$ cat src/rtl/router_pkg.sv
// ============================================================================
// Module      : router_pkg
// Description : Shared types and helpers for the router packet transmitter.
// Revision    : 1.0
// ============================================================================
`default_nettype none

package router_pkg;

    localparam int BYTE_W = 8;
    localparam int LEN_W  = 6;
    localparam int ADDR_W = 2;

    localparam logic [ADDR_W-1:0] ADDR_MAX = 2'd2;

    typedef enum logic [2:0] {
        ST_IDLE       = 3'd0,
        ST_HEADER     = 3'd1,
        ST_PAYLOAD    = 3'd2,
        ST_PARITY     = 3'd3,
        ST_WAIT_ACK   = 3'd4,
        ST_SAMPLE_ERR = 3'd5
    } tx_state_t;

    // Header byte: payload length in the upper bits, destination in the lower two.
    function automatic logic [BYTE_W-1:0] pack_header(input logic [LEN_W-1:0]  len,
                                                      input logic [ADDR_W-1:0] addr);
        return {len, addr};
    endfunction

endpackage

`default_nettype wire

$ cat src/rtl/router_tx_lfsr.sv
// ============================================================================
// Module      : router_tx_lfsr
// Description : 8-bit Galois LFSR payload generator with load/advance control.
// Revision    : 1.0
// ============================================================================
`default_nettype none

module router_tx_lfsr
    import router_pkg::*;
#(
    parameter logic [BYTE_W-1:0] LFSR_TAPS = 8'hB8
) (
    input  logic              clock,
    input  logic              resetn,
    input  logic              load,
    input  logic [BYTE_W-1:0] seed,
    input  logic              advance,
    output logic [BYTE_W-1:0] value,
    output logic [BYTE_W-1:0] next_value
);

    always_comb begin
        next_value = (value >> 1) ^ (value[0] ? LFSR_TAPS : '0);
    end

    // An all-zero state would lock the LFSR, so a zero seed is promoted to 1.
    always_ff @(posedge clock or negedge resetn) begin
        if (!resetn) begin
            value <= '0;
        end else if (load) begin
            value <= (seed == '0) ? 8'h01 : seed;
        end else if (advance) begin
            value <= next_value;
        end
    end

endmodule

`default_nettype wire

$ cat src/rtl/router_pkt_tx.sv
// ============================================================================
// Module      : router_pkt_tx
// Description : Router input-port packet source (header, LFSR payload, parity)
//               with busy flow control, ack wait and busy timeout.
//               Optional macro ROUTER_TX_PARITY_CORRUPT_EN adds corrupt_parity.
// Revision    : 1.0
// ============================================================================
`default_nettype none

module router_pkt_tx
    import router_pkg::*;
#(
    parameter logic [BYTE_W-1:0] LFSR_TAPS    = 8'hB8,
    parameter int                BUSY_TIMEOUT = 64
) (
    input  logic              clock,
    input  logic              resetn,
    input  logic              start,
    input  logic [ADDR_W-1:0] dest_addr,
    input  logic [LEN_W-1:0]  pay_len,
    input  logic [BYTE_W-1:0] seed,
    input  logic              busy_in,
    input  logic              err_in,
`ifdef ROUTER_TX_PARITY_CORRUPT_EN
    input  logic              corrupt_parity,
`endif
    output logic              pkt_valid,
    output logic [BYTE_W-1:0] data_out,
    output logic              tx_busy,
    output logic              done,
    output logic              pkt_err,
    output logic              cfg_err,
    output logic              timeout
);

    localparam int              CNT_W      = $clog2(BUSY_TIMEOUT + 1);
    localparam logic [CNT_W-1:0] C_CNT_LAST = CNT_W'(BUSY_TIMEOUT - 1);

    tx_state_t         r_state;
    logic [LEN_W-1:0]  r_remain;
    logic [BYTE_W-1:0] r_parity;
    logic [CNT_W-1:0]  r_busy_cnt;

    logic              w_legal;
    logic              w_active;
    logic              w_timeout_hit;
    logic              w_lfsr_load;
    logic              w_lfsr_adv;
    logic [BYTE_W-1:0] w_lfsr_val;
    logic [BYTE_W-1:0] w_lfsr_next;
    logic [BYTE_W-1:0] w_par_next;
    logic [BYTE_W-1:0] w_par_out;

    assign w_legal       = (dest_addr <= ADDR_MAX) && (pay_len != '0);
    assign w_active      = (r_state == ST_HEADER) || (r_state == ST_PAYLOAD) ||
                           (r_state == ST_PARITY) || (r_state == ST_WAIT_ACK);
    assign w_timeout_hit = w_active && busy_in && (r_busy_cnt == C_CNT_LAST);
    assign w_lfsr_load   = (r_state == ST_IDLE) && start && w_legal;
    assign w_lfsr_adv    = (r_state == ST_PAYLOAD) && !busy_in;
    assign w_par_next    = r_parity ^ w_lfsr_val;

`ifdef ROUTER_TX_PARITY_CORRUPT_EN
    logic r_corrupt;
    assign w_par_out = r_corrupt ? ~w_par_next : w_par_next;
`else
    assign w_par_out = w_par_next;
`endif

    router_tx_lfsr #(
        .LFSR_TAPS (LFSR_TAPS)
    ) u_lfsr (
        .clock      (clock),
        .resetn     (resetn),
        .load       (w_lfsr_load),
        .seed       (seed),
        .advance    (w_lfsr_adv),
        .value      (w_lfsr_val),
        .next_value (w_lfsr_next)
    );

    // All outputs are registered; a byte leaves data_out only on an edge with busy_in low.
    always_ff @(posedge clock or negedge resetn) begin
        if (!resetn) begin
            r_state    <= ST_IDLE;
            r_remain   <= '0;
            r_parity   <= '0;
            r_busy_cnt <= '0;
            pkt_valid  <= 1'b0;
            data_out   <= '0;
            tx_busy    <= 1'b0;
            done       <= 1'b0;
            pkt_err    <= 1'b0;
            cfg_err    <= 1'b0;
            timeout    <= 1'b0;
`ifdef ROUTER_TX_PARITY_CORRUPT_EN
            r_corrupt  <= 1'b0;
`endif
        end else begin
            done    <= 1'b0;
            cfg_err <= 1'b0;
            timeout <= 1'b0;

            if (w_active && busy_in) begin
                r_busy_cnt <= r_busy_cnt + CNT_W'(1);
            end else begin
                r_busy_cnt <= '0;
            end

            if (w_timeout_hit) begin
                r_state    <= ST_IDLE;
                r_busy_cnt <= '0;
                pkt_valid  <= 1'b0;
                tx_busy    <= 1'b0;
                done       <= 1'b1;
                timeout    <= 1'b1;
                pkt_err    <= 1'b0;
            end else begin
                case (r_state)
                    ST_IDLE: begin
                        if (start) begin
                            if (w_legal) begin
                                r_state   <= ST_HEADER;
                                r_remain  <= pay_len;
                                pkt_valid <= 1'b1;
                                data_out  <= pack_header(pay_len, dest_addr);
                                tx_busy   <= 1'b1;
`ifdef ROUTER_TX_PARITY_CORRUPT_EN
                                r_corrupt <= corrupt_parity;
`endif
                            end else begin
                                cfg_err <= 1'b1;
                            end
                        end
                    end
                    ST_HEADER: begin
                        if (!busy_in) begin
                            r_parity <= data_out;
                            data_out <= w_lfsr_val;
                            r_state  <= ST_PAYLOAD;
                        end
                    end
                    ST_PAYLOAD: begin
                        if (!busy_in) begin
                            r_parity <= w_par_next;
                            r_remain <= r_remain - LEN_W'(1);
                            if (r_remain == LEN_W'(1)) begin
                                r_state   <= ST_PARITY;
                                pkt_valid <= 1'b0;
                                data_out  <= w_par_out;
                            end else begin
                                data_out <= w_lfsr_next;
                            end
                        end
                    end
                    ST_PARITY: begin
                        if (!busy_in) begin
                            r_state <= ST_WAIT_ACK;
                        end
                    end
                    ST_WAIT_ACK: begin
                        if (!busy_in) begin
                            r_state <= ST_SAMPLE_ERR;
                        end
                    end
                    ST_SAMPLE_ERR: begin
                        pkt_err <= err_in;
                        done    <= 1'b1;
                        tx_busy <= 1'b0;
                        r_state <= ST_IDLE;
                    end
                    default: begin
                        r_state <= ST_IDLE;
                    end
                endcase
            end
        end
    end

endmodule

`default_nettype wire
$ cat config.mk
export PLATFORM = sky130hd
export DESIGN_NAME = router_pkt_tx
export DESIGN_NICKNAME = d
export VERILOG_FILES = /design/src/rtl/router_pkg.sv /design/src/rtl/router_tx_lfsr.sv /design/src/rtl/router_pkt_tx.sv
export SDC_FILE = /design/constraint.sdc
export NUM_CORES = 1
export LEC_CHECK = 0
export CAP_MARGIN = 40
export CORE_ASPECT_RATIO = 0.6
export CORE_MARGIN = 2
export CORE_UTILIZATION = 56
export CTS_CLUSTER_DIAMETER = 30
export DETAILED_ROUTE_END_ITERATION = 7
export PLACE_DENSITY_LB_ADDON = 0.25
export SYNTH_ARGS = -nofsm -noshare
export SYNTH_HDL_FRONTEND = slang
export SYNTH_SLANG_ARGS = --single-unit
$ cat constraint.sdc
create_clock -name clock -period 2.6 [get_ports clock]
set_input_delay 0.52 -clock clock [delete_from_list [all_inputs] [get_ports clock]]
set_output_delay 0.52 -clock clock [all_outputs]
set_load 0.1 [all_outputs]
# After elaboration in Yosys (flattened, before gate mapping)
# Cells that the tools add are included.
[totals] register_bits=46 out_inout_bits=14 elab_cells=107
[classes] n_bitwise=3 mux=45 order_cmp=1 eq_ne=18 n_reduce_logical=26 addsub=2
[ops] cell="$mux W8" count=11
[ops] cell="$mux W3" count=8
[ops] cell="$pmux W8 S3" count=1
[ops] cell="$mux W6" count=3
[ops] cell="$ne A3 B3 Y1 const B" count=6
[ops] cell="$pmux W8 S2" count=1
[ops] cell="$mux W1" count=15
[ops] cell="$pmux W3 S5" count=1
[ops] cell="$mux W7" count=2
[ops] cell="$pmux W6 S2" count=1
[ops] cell="$reduce_and A5 Y1" count=2
[ops] cell="$reduce_bool A3 Y1" count=3
[ops] cell="$logic_not A8 Y1" count=1
[ops] cell="$ne A2 B2 Y1 const B" count=4
[ops] cell="$reduce_bool A2 Y1" count=4
[ops] cell="$xor A7 B8 Y8" count=1
[ops] cell="$xor A8 B8 Y8" count=1
[ops] cell="$add A7 B1 Y7 const B" count=1
[ops] cell="$eq A7 B6 Y1 const B" count=1
[ops] cell="$reduce_and A7 Y1" count=1
[ops] cell="$eq A3 B2 Y1 const B" count=2
[ops] cell="$eq A3 B3 Y1 const B" count=2
[ops] cell="$eq A6 B1 Y1 const B" count=1
[ops] cell="$logic_and A1 B1 Y1" count=6
[ops] cell="13 further kinds" count=16

# Depth between registers and ports, before layout
[logic_depth] word_depth=8 depth_mapped=7

# Hierarchy
# From an unflattened synthesis, not the netlist that was laid out.
[hier_totals] hier_cells=304 area_unflattened_um2=2713.9
[modules_own_cells] module="router_pkt_tx" n_inst=1 area_each_um2=2273.4 cells_each=259
[modules_own_cells] module="router_tx_lfsr" n_inst=1 area_each_um2=440.4 cells_each=45

# Worst setup path before layout
# OpenSTA, ideal clock, no wires.
[synth_timing] kind="input-to-reg" start="input port busy_in" end="register pkt_valid" path_stages=6 setup_ns=0.120 t_arrival_ns=1.958 slack_ns=0.522 cell_sequence="clkbuf_1 > or4b_2 > clkbuf_2 > nor3_1 > o22ai_1 > a31o_2"
[synth_between] elab_chain_cells=4
[synth_lines] element="from (decl)" line_no="router_pkt_tx.sv:22" text="input logic busy_in,"
[synth_lines] element="$logic_and A1 B1 Y1 (2 in a row)" line_no="router_pkt_tx.sv:57" text="assign w_timeout_hit = w_active && busy_in && (r_busy_cnt == C_CNT_LAST);"
[synth_lines] element="$ne A3 B2 Y1 (no source line), or another cell as far along"
[synth_lines] element="$reduce_and A5 Y1 (no source line)"
[synth_lines] element="to (signal assigned)" line_no="router_pkt_tx.sv:88" text="pkt_valid <= 1'b0;"
[synth_lines] element="to (signal assigned)" line_no="router_pkt_tx.sv:112" text="pkt_valid <= 1'b0;"
[synth_lines] element="to (signal assigned)" line_no="router_pkt_tx.sv:124" text="pkt_valid <= 1'b1;"
[synth_lines] element="to (decl)" line_no="router_pkt_tx.sv:27" text="output logic pkt_valid,"
# Parallel ways exist; a longest one is shown, timed or not.
# A chain may end at the register's enable or synchronous reset.

# Final worst setup path
[layout_timing] start="input port pay_len[5]" end="register data_out[7]"
[layout_between] elab_chain_cells=4
[layout_lines] element="from (decl)" line_no="router_pkt_tx.sv:20" text="input logic [LEN_W-1:0] pay_len,"
[layout_lines] element="$reduce_bool A6 Y1" line_no="router_pkt_tx.sv:54" text="assign w_legal = (dest_addr <= ADDR_MAX) && (pay_len != '0);"
[layout_lines] element="$logic_and A1 B1 Y1" line_no="router_pkt_tx.sv:54"
[layout_lines] element="$ne A2 B2 Y1 (no source line)"
[layout_lines] element="$reduce_and A6 Y1 (no source line)"
[layout_lines] element="to (signal assigned)" line_no="router_pkt_tx.sv:125" text="data_out <= pack_header(pay_len, dest_addr);"
[layout_lines] element="to (signal assigned)" line_no="router_pkt_tx.sv:138" text="data_out <= w_lfsr_val;"
[layout_lines] element="to (signal assigned)" line_no="router_pkt_tx.sv:149" text="data_out <= w_par_out;"
[layout_lines] element="to (decl)" line_no="router_pkt_tx.sv:28" text="output logic [BYTE_W-1:0] data_out,"
# Parallel ways exist; a longest one is shown, timed or not. The select of a mux whose other input is x is not followed.

==> impl_results.md <==
- Status: finished clean
- # nets final: 376
- CTS root buffer: clkbuf_8
- Die area: 0.00566 mm2
- Post-Route Setup TNS: 0 ns
- Port bufs: 34
- Initial Utilization: 60.2%
- First-pass GRT wire length: roughly 12000 um
- Pre-Repair DR Iteration Count: 5
- Synthesis-stage register bit count: 46
- Wire per inst: between 15 and 20 um
- Placed wire-length estimate: roughly 5700 um
- Area grow syn2layout: 19.7%
- Maximum vdd drop: about 0.9 mV
- Library cells used by synthesis: between 40 and 50
- Main combinational cell family by area after synthesis: compound AO/OA/AOI/OAI gates
- Max-cap violations: 0
- Initial antenna violation count: 0
- Endpoint type of the worst setup path: flop
- Critical Path AT: 2.41 ns
- Critical path, cell by cell: clkdlybuf4s50_1 > or4_4 > o31ai_4 > a2111oi_4 > buf_4 > mux2_2
- Final ANT Viol Nets: 0
- Clk sinks: 46
- Reg2reg path depth: 5
- Gate Count Post-Synth: 307
- Post-CTS setup buffer count: 0
- CP Data Required Time: between 2 and 3 ns
- Final Cycle Share: a little under nine tenths
- Slowest stage delay, CP: between 0.5 and 0.6 ns
- RSZ-0062 raised after global routing: no
- CP max FO: 8
- Core area: 0.00471 mm2
- Vias in the first global route: about 2.5k
- EDFF count, synth: 0
- DR vias: approximately 2.7k
- P_leak: approximately 1.4 nW
- Final WL: 7530 um
- Iteration-0 DRC Markers: just under 200
- Slowest cell on crit path: or4_4
- Standard-cell rows: 19
- Hold Buf Count CTS: 0
- Vias/cell: 6.40
- TritonCTS clock tree: yes
- Clock buffer depth: 2
- DR DRC count: 0
- Slew Limit Headroom: slightly below 60%
- Synth Area in Adders: 1.33%
- Largest net degree at the start of global routing: 28
- CTS resizes: 0
- Post-Syn Nets: between 300 and 400
- Num ports: 35
- Setup crit start kind: primary input
- Simple-gate portion of the synthesized area: 21.2%
- Routability congestion estimate: 0.886
- Worst-Skew Late Latency: approximately 0.31 ns
- Critical path class: primary input to flop
- Crit path from: pay_len[5]
- Xor and xnor area share after synthesis: around 5%
- Number of diodes: 0
- Fmax: approximately 450 MHz
- Register area share after synthesis: between 40% and 50%
- Main synth FF type: dfrtp_1
- Final-report max-slew violation count: 0
- Chip height: 59.1 um
- Placed inst area: around 0.0033 mm2
- Reg2Reg Launch Point: r_state[1]$_DFFE_PN0P_
- Die width: approximately 96 um
- Post-route cell area: around 0.0034 mm2
- Layout Skew: 0.00393 ns
- Synth Area in Compound Gates: approximately a quarter
- GRT overflow: 0
- Hold crit path type: primary input to asynchronous set/reset pin
- Setup-failing EPs final: 0
- Share of layout cells above drive strength 1: around 18%
- Final count of hold timing violations: 0
- Internal reg-to-reg setup slack: between 0.4 and 0.5 ns
- Slew @ Worst Pin: slightly above 0.6 ns
- Inserted Clock Buffers: 5
- Synth Warn #: 0
- Power Density: between 1000 and 1500 mW/mm2
- Final min period: 2.22 ns
- Clk slew on worst S/H paths: 0.08 ns
- RR Endpoint: r_remain[1]$_DFFE_PN0P_
- Htree depth: 2
- Post-synthesis mux area share: under 10%
- Total Routing Usage GR: between 20% and 30%
- Post-Syn Area: around 0.0028 mm2
- Syn Area/Cell: roughly 9.2 um2
- Asr flop ratio synth: 100%
[stage by stage]
step / power (W) / std cells / util [%] / setup slack (ns) / hold WS, ns
2_1_floorplan: 0.00351 / 307 / - / 0.522 / 0.224
3_3_place_gp: 0.00418 / 408 / 70.4 / 0.0988 / 0.441
3_5_place_dp: 0.00427 / 408 / 70.4 / 0.0726 / 0.449
4_1_cts: 0.00471 / 415 / 72.1 / 0.385 / 0.154
5_1_grt: 0.00505 / 415 / 72.1 / 0.245 / 0.176
6_report: 0.00474 / 415 / 72.1 / 0.381 / 0.145
[final cells by class]
| type | instances | area (um2) |
|---|---|---|
| flip-flops and latches | 46 | 1150 |
| clock buffers | 5 | 68.8 |
| clock inverters | 2 | 10.0 |
| well taps | 63 | 78.8 |
| inverters | 6 | 22.5 |
| fillers | 363 | 1320 |
| multi-input cells | 234 | 1570 |
| repair buffers | 59 | 488 |
[power by group]
part,total (W),internal (W),leakage [nW],switching [W]
combinational,0.00286,0.00110,0.826,0.00176
clock,0.000418,0.000181,0.0438,0.000238
sequential,0.00146,0.00102,0.559,0.000443
total,0.00474,0.00230,1.43,0.00244
[sequential cells by signal (all words and copies together), names as in the netlist]
signal        flops
data_out          8
r_parity          8
u_lfsr.value      8
r_busy_cnt        7
r_remain          6
r_state           3
cfg_err           1
done              1
pkt_err           1
pkt_valid         1
timeout           1
tx_busy           1
[metal layers]
layer | vias to the layer above | GRT usage, % | share of wire, %
met5 | - | 0 | 0
met4 | 0 | 9.80 | 1.4
met3 | 12 | 7.25 | 10
met2 | 143 | 40.8 | 41
met1 | 1282 | 44.9 | 48
li1 | 1221 | - | -
[logic make-up after synthesis]
family / after synthesis
and+or+nand+nor: 113
muxes: 12
adders and majority gates: 3
xor gates and xnor gates: 16
DFF: 46
buffers and inverters: 27
AOI/OAI and AO/OA: 90
[worst max path at each step]
stage                               to  slack (ns)  cells after the start
2_1_floorplan    pkt_valid$_DFFE_PN0P_        0.52                      6
3_3_place_gp   data_out[0]$_DFFE_PN0P_         0.1                      6
3_5_place_dp   data_out[5]$_DFFE_PN0P_        0.07                      6
4_1_cts        data_out[7]$_DFFE_PN0P_        0.38                      6
5_1_grt        data_out[7]$_DFFE_PN0P_        0.24                      6
6_report       data_out[7]$_DFFE_PN0P_        0.38                      6
[synth_stat cells (2+ instances only)]
| cell type | number | area share [%] |
|---|---|---|
| a21oi_1 | 13 | 2.3 |
| a221oi_1 | 9 | 2.8 |
| a22oi_1 | 5 | 1.3 |
| a2bb2oi_1 | 5 | 1.5 |
| a31oi_1 | 5 | 1.1 |
| and3_1 | 5 | 1.1 |
| buf_1 | 5 | 0.66 |
| buf_2 | 4 | 0.71 |
| clkbuf_1 | 10 | 1.3 |
| clkbuf_2 | 2 | 0.35 |
| dfrtp_1 | 46 | 41 |
| ha_1 | 3 | 1.3 |
| inv_1 | 6 | 0.79 |
| mux2_2 | 9 | 3.6 |
| mux2i_1 | 3 | 1.1 |
| nand2_1 | 24 | 3.2 |
| nand2b_1 | 4 | 0.88 |
| nand3_1 | 14 | 2.5 |
| nand3b_1 | 3 | 0.79 |
| nor2_1 | 17 | 2.3 |
| nor2b_1 | 13 | 2.9 |
| nor3_1 | 14 | 2.5 |
| nor3b_1 | 9 | 2.4 |
| o211ai_1 | 2 | 0.53 |
| o21a_1 | 6 | 1.6 |
| o21ai_0 | 21 | 3.7 |
| o221ai_1 | 7 | 2.2 |
| o31ai_1 | 5 | 1.3 |
| or3_1 | 4 | 0.88 |
| xnor2_1 | 10 | 3.1 |
| xor2_1 | 6 | 1.9 |
[cell usage in the layout (no fill, tap or decap), drive strengths merged, types with 2 or more instances in the layout]
cell type / instances
or3: 4
mux2i: 3
xnor2: 10
nand3: 14
buf: 40
nor2b: 13
mux2: 9
o31ai: 6
ha: 3
o221ai: 7
nand2b: 4
a31oi: 5
a2bb2oi: 5
dfrtp: 46
clkinv: 2
nor2: 17
nand3b: 3
o211ai: 2
nor3: 14
a21oi: 14
a22oi: 5
inv: 6
o21ai: 21
and3: 5
nor3b: 10
o21a: 6
nand2: 24
clkbuf: 5
a221oi: 9
xor2: 6
clkdlybuf4s50: 19
[worst max-delay path: cells and delay by family]
family / cells / cell delay, ns
AO/OA/AOI/OAI: 2 / 0.42
buffers and inverters: 2 / 0.61
AND/OR/NAND/NOR: 1 / 0.57
multiplexers: 1 / 0.27
No activity file was read; power rests on OpenSTA's default activity.
